File: src/rtl/mode_step_sequencer_pkg.sv
`default_nettype none
// ============================================================================
// Module   : mode_step_sequencer_pkg
// Brief    : Shared types and constants for the mode step sequencer.
// Revision : 1.0 - initial release
// ============================================================================
package mode_step_sequencer_pkg;

    localparam int c_MODE_W_DEF = 3;
    localparam int c_STEP_W_DEF = 5;

    typedef enum logic [1:0] {
        ST_IDLE  = 2'd0,
        ST_RUN   = 2'd1,
        ST_PAUSE = 2'd2,
        ST_DONE  = 2'd3
    } state_t;

    localparam logic [2:0] c_MODE_0 = 3'b000;
    localparam logic [2:0] c_MODE_1 = 3'b001;
    localparam logic [2:0] c_MODE_2 = 3'b010;
    localparam logic [2:0] c_MODE_3 = 3'b011;
    localparam logic [2:0] c_MODE_4 = 3'b100;
    localparam logic [2:0] c_MODE_5 = 3'b101;

    // A maximum of zero flags a mode as invalid.
    localparam int c_MAX_INVALID = 0;
    localparam int c_MAX_MODE_1  = 6;
    localparam int c_MAX_MODE_3  = 11;
    localparam int c_MAX_MODE_4  = 5;
    localparam int c_MAX_MODE_5  = 16;

endpackage
`default_nettype wire

File: src/rtl/mode_step_sequencer_mode_max_lut.sv
`default_nettype none
// ============================================================================
// Module   : mode_max_lut
// Brief    : Combinational mode-code to maximum-step lookup.
// Revision : 1.0 - initial release
// ============================================================================
module mode_max_lut
    import mode_step_sequencer_pkg::*;
#(
    parameter int MODE_W = c_MODE_W_DEF,
    parameter int STEP_W = c_STEP_W_DEF
) (
    input  logic [MODE_W-1:0] mode,
    output logic [STEP_W-1:0] max_step
);

    always_comb begin
        max_step = STEP_W'(c_MAX_INVALID);
        case (mode)
            MODE_W'(c_MODE_1): max_step = STEP_W'(c_MAX_MODE_1);
            MODE_W'(c_MODE_3): max_step = STEP_W'(c_MAX_MODE_3);
            MODE_W'(c_MODE_4): max_step = STEP_W'(c_MAX_MODE_4);
            MODE_W'(c_MODE_5): max_step = STEP_W'(c_MAX_MODE_5);
            default:           max_step = STEP_W'(c_MAX_INVALID);
        endcase
    end

endmodule
`default_nettype wire

File: src/rtl/mode_step_sequencer.sv
`default_nettype none
// ============================================================================
// Module   : mode_step_sequencer
// Brief    : Per-mode step sequencer with pause, abort and optional restart.
// Revision : 1.0 - initial release
// ============================================================================
module mode_step_sequencer
    import mode_step_sequencer_pkg::*;
#(
    parameter int MODE_W       = c_MODE_W_DEF,
    parameter int STEP_W       = c_STEP_W_DEF,
    parameter bit AUTO_RESTART = 1'b0
) (
    input  logic              clk,
    input  logic              rst,
    input  logic              start,
    input  logic [MODE_W-1:0] mode,
    input  logic              tick,
    input  logic              pause,
    input  logic              abort,
    output logic              busy,
    output logic [STEP_W-1:0] step,
    output logic [STEP_W-1:0] max_step,
    output logic              step_strobe,
    output logic              done,
    output logic              err
);

    state_t            r_state;
    logic              r_busy;
    logic [STEP_W-1:0] r_step;
    logic [STEP_W-1:0] r_max;
    logic              r_strobe;
    logic              r_done;
    logic              r_err;
    logic [STEP_W-1:0] w_lut_max;

    mode_max_lut #(
        .MODE_W (MODE_W),
        .STEP_W (STEP_W)
    ) u_lut (
        .mode     (mode),
        .max_step (w_lut_max)
    );

    always_ff @(posedge clk or posedge rst) begin
        if (rst) begin
            r_state  <= ST_IDLE;
            r_busy   <= 1'b0;
            r_step   <= '0;
            r_max    <= '0;
            r_strobe <= 1'b0;
            r_done   <= 1'b0;
            r_err    <= 1'b0;
        end else begin
            r_strobe <= 1'b0;
            r_done   <= 1'b0;
            r_err    <= 1'b0;
            case (r_state)
                ST_IDLE: begin
                    // Abort outranks start, so a simultaneous start is dropped silently.
                    if (start && !abort) begin
                        if (w_lut_max != '0) begin
                            r_state <= ST_RUN;
                            r_busy  <= 1'b1;
                            r_step  <= '0;
                            r_max   <= w_lut_max;
                        end else begin
                            r_err <= 1'b1;
                        end
                    end
                end
                ST_RUN: begin
                    if (abort) begin
                        r_state <= ST_IDLE;
                        r_busy  <= 1'b0;
                        r_step  <= '0;
                    end else if (tick) begin
                        if (r_step < r_max) begin
                            r_step   <= r_step + 1'b1;
                            r_strobe <= 1'b1;
                            r_state  <= pause ? ST_PAUSE : ST_RUN;
                        end else begin
                            r_state <= ST_DONE;
                            r_done  <= 1'b1;
                        end
                    end else if (pause) begin
                        r_state <= ST_PAUSE;
                    end
                end
                ST_PAUSE: begin
                    if (abort) begin
                        r_state <= ST_IDLE;
                        r_busy  <= 1'b0;
                        r_step  <= '0;
                    end else if (!pause) begin
                        r_state <= ST_RUN;
                    end
                end
                ST_DONE: begin
                    if (abort) begin
                        r_state <= ST_IDLE;
                        r_busy  <= 1'b0;
                        r_step  <= '0;
                    end else if (AUTO_RESTART) begin
                        r_state  <= ST_RUN;
                        r_step   <= '0;
                        r_strobe <= 1'b1;
                    end else begin
                        // Step is left at the maximum for the display datapath.
                        r_state <= ST_IDLE;
                        r_busy  <= 1'b0;
                    end
                end
                default: begin
                    r_state <= ST_IDLE;
                    r_busy  <= 1'b0;
                end
            endcase
        end
    end

    assign busy        = r_busy;
    assign step        = r_step;
    assign max_step    = r_max;
    assign step_strobe = r_strobe;
    assign done        = r_done;
    assign err         = r_err;

endmodule
`default_nettype wire
File: config.mk
export PLATFORM = sky130hd
export DESIGN_NAME = mode_step_sequencer
export DESIGN_NICKNAME = d
export VERILOG_FILES = /design/src/rtl/mode_step_sequencer_pkg.sv /design/src/rtl/mode_step_sequencer_mode_max_lut.sv /design/src/rtl/mode_step_sequencer.sv
export SDC_FILE = /design/constraint.sdc
export NUM_CORES = 1
export LEC_CHECK = 0
export BUFFER_PORTS_ARGS = -buffer_cell sky130_fd_sc_hd__buf_4
export CORE_MARGIN = 4
export CORE_UTILIZATION = 52
export DETAILED_ROUTE_END_ITERATION = 6
export PLACE_DENSITY = 0.85
export REMOVE_ABC_BUFFERS = 1
export SLEW_MARGIN = 25
export SYNTH_ARGS = -nofsm -noshare
export SYNTH_HDL_FRONTEND = slang
export SYNTH_SLANG_ARGS = --single-unit
File: constraint.sdc
create_clock -name clk -period 2.65 [get_ports clk]
set_input_delay 0.3975 -clock clk [delete_from_list [all_inputs] [get_ports clk]]
set_output_delay 0.3975 -clock clk [all_outputs]
set_load 0.1 [all_outputs]
Yosys cells after proc, flatten, opt, wreduce, memory -nomap -nowiden
Cells that the tools add are included.
{ "totals": {"wordCells": 67, "output_inout_bits": 14, "reg_bits": 16, "input_bits": 9} }
{ "op_classes": {"reduce_logical": 10, "mux": 33, "addsub": 1, "order_cmp": 1, "eq_ne": 15} }
{ "ops": {"columns": ["cell", "count"], "rows": [
  ["$mux 5", 6],
  ["$pmux 5 s4", 1],
  ["$mux 2", 9],
  ["$pmux 5 s3", 1],
  ["$mux 1", 14],
  ["$ne 3x3->1 const B", 3],
  ["$pmux 2 s4", 1],
  ["$eq 3x3->1 const B", 2],
  ["$reduce_and 3->1", 2],
  ["$add 5x1->5 const B", 1],
  ["$lt 5x5->1", 1],
  ["$reduce_and 5->1", 1],
  ["$reduce_bool 5->1", 1],
  ["$eq 2x2->1 const B", 2],
  ["$ne 2x1->1 const B", 2],
  ["$ne 2x2->1 const B", 2],
  ["$ne 4x4->1 const B", 1],
  ["$reduce_and 4->1", 1],
  ["$reduce_or 2->1", 2],
  ["$eq 3x1->1 const B", 1],
  ["$eq 3x2->1 const B", 1],
  ["$pmux 1 s3", 1],
  ["$eq 2x1->1 const B", 1],
  ["$logic_not 2->1", 1],
  ["other kinds (2)", 2]
]} }

Logic depth before layout (Yosys ltp)
Gate-level depths: netlist of the first run.
{ "depth": {"ltp_word": 6, "depth_mapped": 7, "mapped_depth_nobuf": 7} }

By module
From an unflattened synthesis of the first run, not the netlist that was laid out.
{ "unflattened": {"hier_cells": 114, "hier_area_um2": 1049.8} }
{ "modules_own_cells": {"columns": ["module", "n_inst", "area_each_um2", "cells_per_inst", "seq_area_each_um2"], "rows": [
  ["mode_step_sequencer", 1, 996.0, 107, 400.4],
  ["mode_max_lut", 1, 53.8, 7, 0.0]
]} }

Least setup slack after synthesis of the first run
No wires, ideal clock.
{ "synth_timing": {"kind": "flip-flop to flip-flop", "from": "register r_max[3] (netlist: max_step[3])", "to": "register r_step[3] (netlist: step[3])", "t_required_ps": 2577, "path_buffers": 0, "slack_ps": 17, "arrival_time_ps": 2560, "setup_time_ps": 73, "stages_incl_launch_ff": 8, "period_less_slack_ps": 2633, "path_cell_list": "dfrtp_1 inv_1 ha_1 or2_0 a211oi_1 nor2_1 or4_1 nand3_1"} }
{ "synth_via": {"elab_chain_len": 3} }
{ "synth_rtl": {"columns": ["element", "line_no", "rtl"], "rows": [
  ["start: declaration", "mode_step_sequencer.sv:32", "logic [STEP_W-1:0] r_max;"],
  ["start signal: assignment", "mode_step_sequencer.sv:67", "r_max <= w_lut_max;"],
  ["$lt 5x5->1", "mode_step_sequencer.sv:79", "if (r_step < r_max) begin"],
  ["$ne 3x3->1 (no line)", null, null],
  ["$reduce_and 5->1 (no line)", null, null],
  ["end signal: assignment", "mode_step_sequencer.sv:80", "r_step <= r_step + 1'b1;"],
  ["end: declaration", "mode_step_sequencer.sv:31", "logic [STEP_W-1:0] r_step;"]
]} }
No other way between the ends.
A chain may end at the register's enable or synchronous reset.

Worst setup path in the final report of the first run
{ "layout_timing": {"from": "register r_step[3] (netlist: step[3])", "to": "register r_step[3] (netlist: step[3])"} }
{ "layout_via": {"elab_chain_len": 5, "word_cells_on_any_way": 8, "cone_classes": "add/sub: 1; order compare: 1; eq/ne: 1; mux: 4; reduce/logical: 1"} }
{ "layout_rtl": {"columns": ["element", "line_no", "rtl"], "rows": [
  ["$add 5x1->5", "mode_step_sequencer.sv:80", null],
  ["$mux 5", "mode_step_sequencer.sv:79", null],
  ["$mux 5", "mode_step_sequencer.sv:78", "end else if (tick) begin"],
  ["$mux 5", "mode_step_sequencer.sv:74", "if (abort) begin"],
  ["$pmux 5 s3", "mode_step_sequencer.sv:59", "case (r_state)"]
]} }
Parallel ways exist; a longest one is shown, timed or not. The select of a mux whose other input is x is not followed.

==> results.txt, run 1 <==
- Share of the clock period used by the worst path after layout: 79.25%
- Routability congestion estimate: 0.8468
* Leakage: 0.6106 nW
- Core footprint: between 1500 and 2000 um^2
- Area contributors post-synth: dfrtp_1 39%, ha_1 11%, inv_1 4.4%, a21oi_1 3.9%, nor2_1 3.7%
- For this run, the number of Yosys warnings is 0.
* Vertical die dimension: 52.29 um
- The number of global-route vias before repair is 882.
- Sequential cell area fraction in the yosys report: 39.26%
- Setup violations remaining at the end of the flow were counted as 0.
- Post-CTS timing repair inserted 0 buffers for setup.
* CTS tree: done
- Synthesis inferred 16 register bits.
- The worst setup path is of the reg -> reg kind.
- Worst Skew: 0.003711 ns
- Number of fillers in the final layout: about 140
- Setup repair after global routing missed its margin: no
- In the synthesized netlist the async set-or-reset flop fraction comes to 100.0%.
- Summed over all failing endpoints, the final setup total negative slack is 0 ns.
* Depth of the worst register-to-register path: 6
- Buffers inserted during clock tree synthesis total 3.
* Residual DRC count: 0
- Placed wire-length estimate after detailed placement: 1748 um
- The tree built by TritonCTS fans out to 16 sinks.
- Critical path startpoint category: flop
- The top cell type by area accounts for approximately two fifths of the synthesized area.
- Crit path DAT: about 2.3 ns
* Antenna violations before repair: 0
- Pre-antenna DRT Iters: 4
* Number of hold-slack violations in the final timing report: 0
* Post-synthesis adder-cell area fraction: 11.04%
- From synthesis to final layout, the design area changed by 21.60%.
- Share of the synthesized area in compound gates (AO/OA/AOI/OAI): 24.54%
* Transition time at the pin with the least slew margin: around 0.61 ns
- Result of the run: finished, final reports clean
- Once detail routing completed, the nets flagged for antenna violations numbered 0.
- The tightest min-delay check is of the in -> async type.
- The synthesized design spends more area on one cell type than any other, namely dfrtp_1.
* Number of flops mapped to enable cells by yosys: 0
- For this run, the number of standard cells in the final layout without fillers is 160.
* Number of placement rows: 15
- Final routed wire length divided by cell count: approximately 14 um
* Reg-to-reg startpoint: step[3]$_DFFE_PP0P_
- STA classifies the critical path endpoint as a flop.
- Register clock-pin slew on the reported worst setup and hold paths: 0.10 ns
* Clock tree root driver cell: clkbuf_4
- Max cap viols: 0
- Number of H-tree branching levels: 1
- Instance area after placement: 1204 um^2
- Quantity of I/O buffers inserted on ports: 22
- Capture instance of the worst register-to-register path: step[3]$_DFFE_PP0P_
- The first global-routing pass estimated 3801 um of wire.
- X dimension of the die: 52.29 um
- Register-to-register setup slack: roughly 0.55 ns
- Worst setup path start: step[3]$_DFFE_PP0P_
- After synthesis, the largest family of logic cells by area is compound AO/OA/AOI/OAI gates.
- For this design the ratio of total power to cell area is 1105 nW/um^2.
- Top post-synthesis cells by count: 16 x dfrtp_1, 12 x inv_1, 10 x nor2_1, 9 x ha_1
- The final max-slew violation count is 0.
- Across the VDD grid, the largest voltage drop is 0.8370 mV.
- Across all layers, the routed design uses 926 vias.
- Maximum clock frequency: 476.1 MHz
- Clock insertion delay at the later pin of the skew report: around 0.3 ns
* Simple-gate share of the synthesized area: a little under a fifth
* Global router's overall resource usage: 18.79%
- Setup slack closes at 0.5498 ns.
- The initial utilization of the core area, before any placement, comes to 57.19%.
- Entering global routing, the biggest net connects 17 pins.
- Layout Nets: about 150
- The number of antenna diodes in the final layout is 0.
- With fillers left out, the area of the finished cells amounts to approximately 1200 um^2.
- During I/O placement, the number of pins put on the boundary was 23.
- In the final layout, the share of cells above drive strength 1 is 24.44%.
- Overflow left after global routing: 0
- Syn_area_per_cell: 9.187 um^2
- Among all flip-flop cells after synthesis, the most frequent one is dfrtp_1.
* Detailed Route WL: between 2000 and 2500 um
* Cells resized by post-CTS repair: 0
* Most frequent cell after synthesis: dfrtp_1
* Finished Core Util: 69.54%
* Starting DRC count in detailed routing: 12
- Subtracting the final worst setup slack from the clock period gives ~2.1 ns.
- Required time reported for the critical path endpoint: 2.89 ns
- Setup WS pre-CTS: 0.5695 ns
* Routed via count divided by cell count: 5.788
- The number of placed instances, taps included, is 156.
* Number of instances in the synthesized netlist: 111
- The clock passes through at most 2 buffers.
* Area share of xor/xnor cells in the synthesized design: 0%
- Slew headroom: between 50% and 60%
- Buffers inserted to repair hold after CTS numbered 0.
* Area of the die: around 2700 um^2
* Portion of netlist area occupied by mux cells: 1.104%
* Summed instance area of the synthesized netlist: 1020 um^2
- Along the worst path, the maximum fanout reaches 8.
* Cell variety after synth: 38
-- cell families after synthesis --
logic type | after synthesis
AND/OR/NAND/NOR | 36
multiplexers | 1
buffers and inverters | 14
adder cells (fa/ha/maj) | 9
AO/OA/AOI/OAI | 35
flip-flops | 16
-- sequential cells by signal (all words and copies together) (netlist names) --
signal and count:
err 1, busy 1, max_step 5, step_strobe 1
done 1, r_state 2, step 5
-- where the power goes --
part / internal, mW / switching, mW
logic: 0.240 / 0.599
registers: 0.306 / 0.0597
clock network: 0.0839 / 0.0812
total: 0.630 / 0.740
-- how the worst max path moves through the flow --
| stage | endpoint | slack, ns | depth (start not counted) |
|---|---|---|---|
| 6_report | step[3]$_DFFE_PP0P_ | 0.55 | 6 |
| 3_3_place_gp | step[3]$_DFFE_PP0P_ | 0.64 | 6 |
| 5_1_grt | step[3]$_DFFE_PP0P_ | 0.44 | 6 |
| 2_1_floorplan | step[3]$_DFFE_PP0P_ | 0.02 | 7 |
| 3_5_place_dp | step[3]$_DFFE_PP0P_ | 0.57 | 6 |
| 4_1_cts | step[3]$_DFFE_PP0P_ | 0.55 | 6 |
-- routing by layer --
metal | part of all wire (%) | track usage [%]
met3 | 4.5 | 3.704
met2 | 50 | 31.82
met5 | 0 | 0
met1 | 43 | 22.90
met4 | 2.0 | 8.085
-- cell type report --
class | instances | area (um^2) | area share (%)
Sequential cell | 16 | 400.4 | 32.29
Clock buffer | 4 | 36.28 | 2.926
Tap cell | 25 | 31.28 | 2.523
Inverter | 12 | 45.04 | 3.633
Multi-Input combinational cell | 81 | 561.8 | 45.31
Timing Repair Buffer | 22 | 165.2 | 13.32
-- through the flow --
step | total power [mW] | hold slack, ns
4_1_cts | 1.376 | 0.1884
5_1_grt | 1.467 | 0.1983
3_5_place_dp | 1.209 | 0.5146
3_3_place_gp | 1.182 | 0.4975
6_report | 1.370 | 0.1673
2_1_floorplan | 1.026 | 0.3112
-- worst max-delay path, stage by stage, from the launching register on --
cell,delay [ns]
dfrtp_1,0.46
ha_1,0.33
or2_0,0.20
a211oi_1,0.27
nor2_1,0.17
or4_1,0.52
nand3_1,0.09
-- layout by cell type (no fill, tap or decap), types with 2 or more instances in the layout --
master / n
a211oi_1: 2
a21oi_1: 8
a22oi_1: 2
buf_4: 22
clkbuf_4: 3
dfrtp_1: 16
ha_1: 9
inv_1: 12
nand2_1: 8
nand3_1: 4
nor2_1: 10
nor2b_1: 2
o211ai_1: 3
o21ai_0: 6
o22ai_1: 4
(Power assumes the default switching activity.)
==> run 2, diff against run 1 <==
Clock period 2.65 ns to 2.1 ns, I/O delays scaled along.
==> results.txt, run 2 (same netlist as run 1, synthesis figures left out) <==
- The run finished with clean final reports.
* Crit path DAT: 2.30 ns
- Leaving out fill and tap cells, the most frequent cells in the layout are 28 x buf_4, 16 x dfrtp_1, 11 x inv_1, 9 x nor2_1, 9 x ha_1.
* Hold buffers post-CTS: 0
* Number of antenna diodes: 0
- Timing would allow up to 482.1 MHz.
- Before antenna repair, the detailed router went through 5 iterations.
- Before CTS, the worst setup slack after placement is 0.04146 ns.
- Leakage: between 0.6 and 0.7 nW
* Overflow left after global routing: 0
* Worst min path class: in -> async
* Worst-path fanout max: 8
- CTS tree: done
* Routability congestion estimate: around 0.81
- Share of the clock period used by the worst path after layout: 98.78%
- Int Pwr: 0.8293 mW
- Global router's overall resource usage: between 10% and 20%
- Slew headroom: 59.72%
- Peak per-stage delay on the critical path: roughly 0.52 ns
- Detailed-route via count: 977
- Residual DRC count: 0
- Setup slack closes at between 0.02 and 0.03 ns.
- The die covers roughly 2700 um^2.
- STA classifies the critical path endpoint as a flop.
- CTS built an H-tree with a depth of 1.
* Setup violation total in the final timing report: 0
- Number of placement rows: 15
- Number of fillers in the final layout: 124
- Critical-path cell list: ha_1 > or2_0 > a211oi_2 > nor2_4 > or4_4 > nand3_1
- For the worst setup path, the data required time is 2.32 ns.
* Number of clock sinks seen by CTS: 16
- In the final design database the tool counted 160 nets.
* Antenna violations before repair: 0
* Final TNS setup: 0 ns
- Max-cap violations in this run came to 0.
* Number of global-route vias before repair: 925
- Min Clock Period, post-route: 2.074 ns
- Grouping stages by cell kind, the critical path spends the most delay in simple AND/OR/NAND/NOR gates.
- X dimension of the die: between 50 and 60 um
- For this run, the number of standard cells in the final layout without fillers is 166.
- Summing all multi-input logic gate instances after layout gives 578.1 um^2.
- Power share of the combinational group: between 60% and 70%
* Fraction of power spent switching nets: between 50 and 60%
- 23 I/O pins were placed.
- The detail route stage leaves a number of antenna-violating nets equal to 0.
- IR analysis of the VDD net gives a maximum drop of 0.8037 mV.
* Final routed wire length divided by cell count: about 15 um
- Effective utilization at floorplan: 57.19%
- The first global-routing pass estimated between 3000 and 4000 um of wire.
- The worst register-to-register path ends at step[3]$_DFFE_PP0P_.
- Counting cells, the worst reg-to-reg path comes to 6.
- By startpoint and endpoint, the worst setup path is classified as reg -> reg.
- Transition time at the pin with the least slew margin: 0.6036 ns
- Sequential share of power: around a quarter
- No sink is reached through more buffers than the 2 on the longest clock path.
- From bottom edge to top edge, the die measures 52.29 um.
- Number of hold-slack violations in the final timing report: 0
* Flip-flop and latch area: 400.4 um^2
- PnR Total Power: ~1.8 mW
- Switching power total: approximately 0.95 mW
- Highest-delay cell along the critical path: or4_4
* Layout cells sized above 1: 30.50%
* Pwr Density: 1370 nW/um^2
- Syn-to-layout area delta: 27.61%
- STA classifies the critical path startpoint as a flop.
- Core footprint: 1783 um^2
- CTS buffer count: 3
- The final max-slew violation count was 0.
- The wire-length estimate of the detail-placed layout is 1766 um.
- Detailed Route WL: 2412 um
* CP bufs+invs: 0
* Commonest non-fill, non-tap cell in the layout: buf_4
- Input and output buffers added on the ports amount to 22.
- Starting DRC count in detailed routing: 21
* Clock insertion delay at the later pin of the skew report: roughly 0.28 ns
* Clock network fraction of total power: 11.4%
* Register-to-register setup slack: 0.03 ns
- Entering global routing, the biggest net connects 17 pins.
* Worst Skew: 0.001169 ns
* Clock tree root driver cell: clkbuf_4
- Once placement completed, the tool counted placed cells totaling 159.
- Clock-pin slew was measured on the worst setup and hold paths at approximately 0.090 ns.
- Reg-to-reg startpoint: step[3]$_DFFE_PP0P_
- In the routed layout, each cell is associated on average with a via count of 5.886.
[run 2: changes by cell type in the layout (fill, tap and decap cells not counted), sizes merged]
cell,previous run,this run
buf,22,28
[run 2: worst register-to-register path, stage by stage, from the launching register on]
cell	delay [ns]
dfrtp_1	0.41
ha_1	0.32
or2_0	0.23
a211oi_2	0.34
nor2_4	0.09
or4_4	0.52
nand3_1	0.10
[run 2: layout make-up]
| type | instances | area share [%] |
|---|---|---|
| Clock buffer | 4 | 2.788 |
| Inverter | 12 | 3.462 |
| Multi-Input combinational cell | 81 | 44.42 |
| Sequential cell | 16 | 30.77 |
| Tap cell | 25 | 2.404 |
| Timing Repair Buffer | 28 | 16.15 |
[run 2: worst max path at each step]
stage,start,end,depth (start not counted)
3_3_place_gp,max_step[3]$_DFFE_PP0P_,step[3]$_DFFE_PP0P_,7
2_1_floorplan,max_step[3]$_DFFE_PP0P_,step[3]$_DFFE_PP0P_,7
4_1_cts,max_step[3]$_DFFE_PP0P_,step[3]$_DFFE_PP0P_,7
6_report,step[3]$_DFFE_PP0P_,step[3]$_DFFE_PP0P_,6
5_1_grt,max_step[3]$_DFFE_PP0P_,step[3]$_DFFE_PP0P_,7
3_5_place_dp,max_step[3]$_DFFE_PP0P_,step[3]$_DFFE_PP0P_,7
[run 2: power by group through the flow]
stage | Clock (mW) | Sequential [mW] | Combinational [mW]
3_3_place_gp | 0 | 0.460 | 1.04
6_report | 0.203 | 0.460 | 1.12
2_1_floorplan | 0 | 0.881 | 0.414
3_5_place_dp | 0 | 0.466 | 1.06
5_1_grt | 0.220 | 0.470 | 1.19
4_1_cts | 0.203 | 0.460 | 1.07
[run 2: through the flow]
step           util, %  instance area, um^2  hold slack, ns
2_1_floorplan        -                 1007          0.2287
3_3_place_gp     68.77                 1226          0.4277
3_5_place_dp     68.77                 1226          0.4222
4_1_cts          71.23                 1270          0.1149
5_1_grt          72.98                 1301          0.1287
6_report         72.98                 1301         0.09330
[run 2: what timing repair did]
action,in CTS,in global routing
resized for setup,2,3
gates cloned,0,0
endpoints found under the setup margin,1,1
setup buffers,0,3
pin swaps,0,1
[run 2: metal layers]
| layer | global-route usage [%] | share of wire, % | vias to the layer above |
|---|---|---|---|
| met5 | 0 | 0 | - |
| met4 | 4.681 | 0.95 | 0 |
| met3 | 2.564 | 6.6 | 4 |
| met2 | 32.02 | 51 | 40 |
| met1 | 22.28 | 42 | 470 |
| li1 | - | - | 463 |
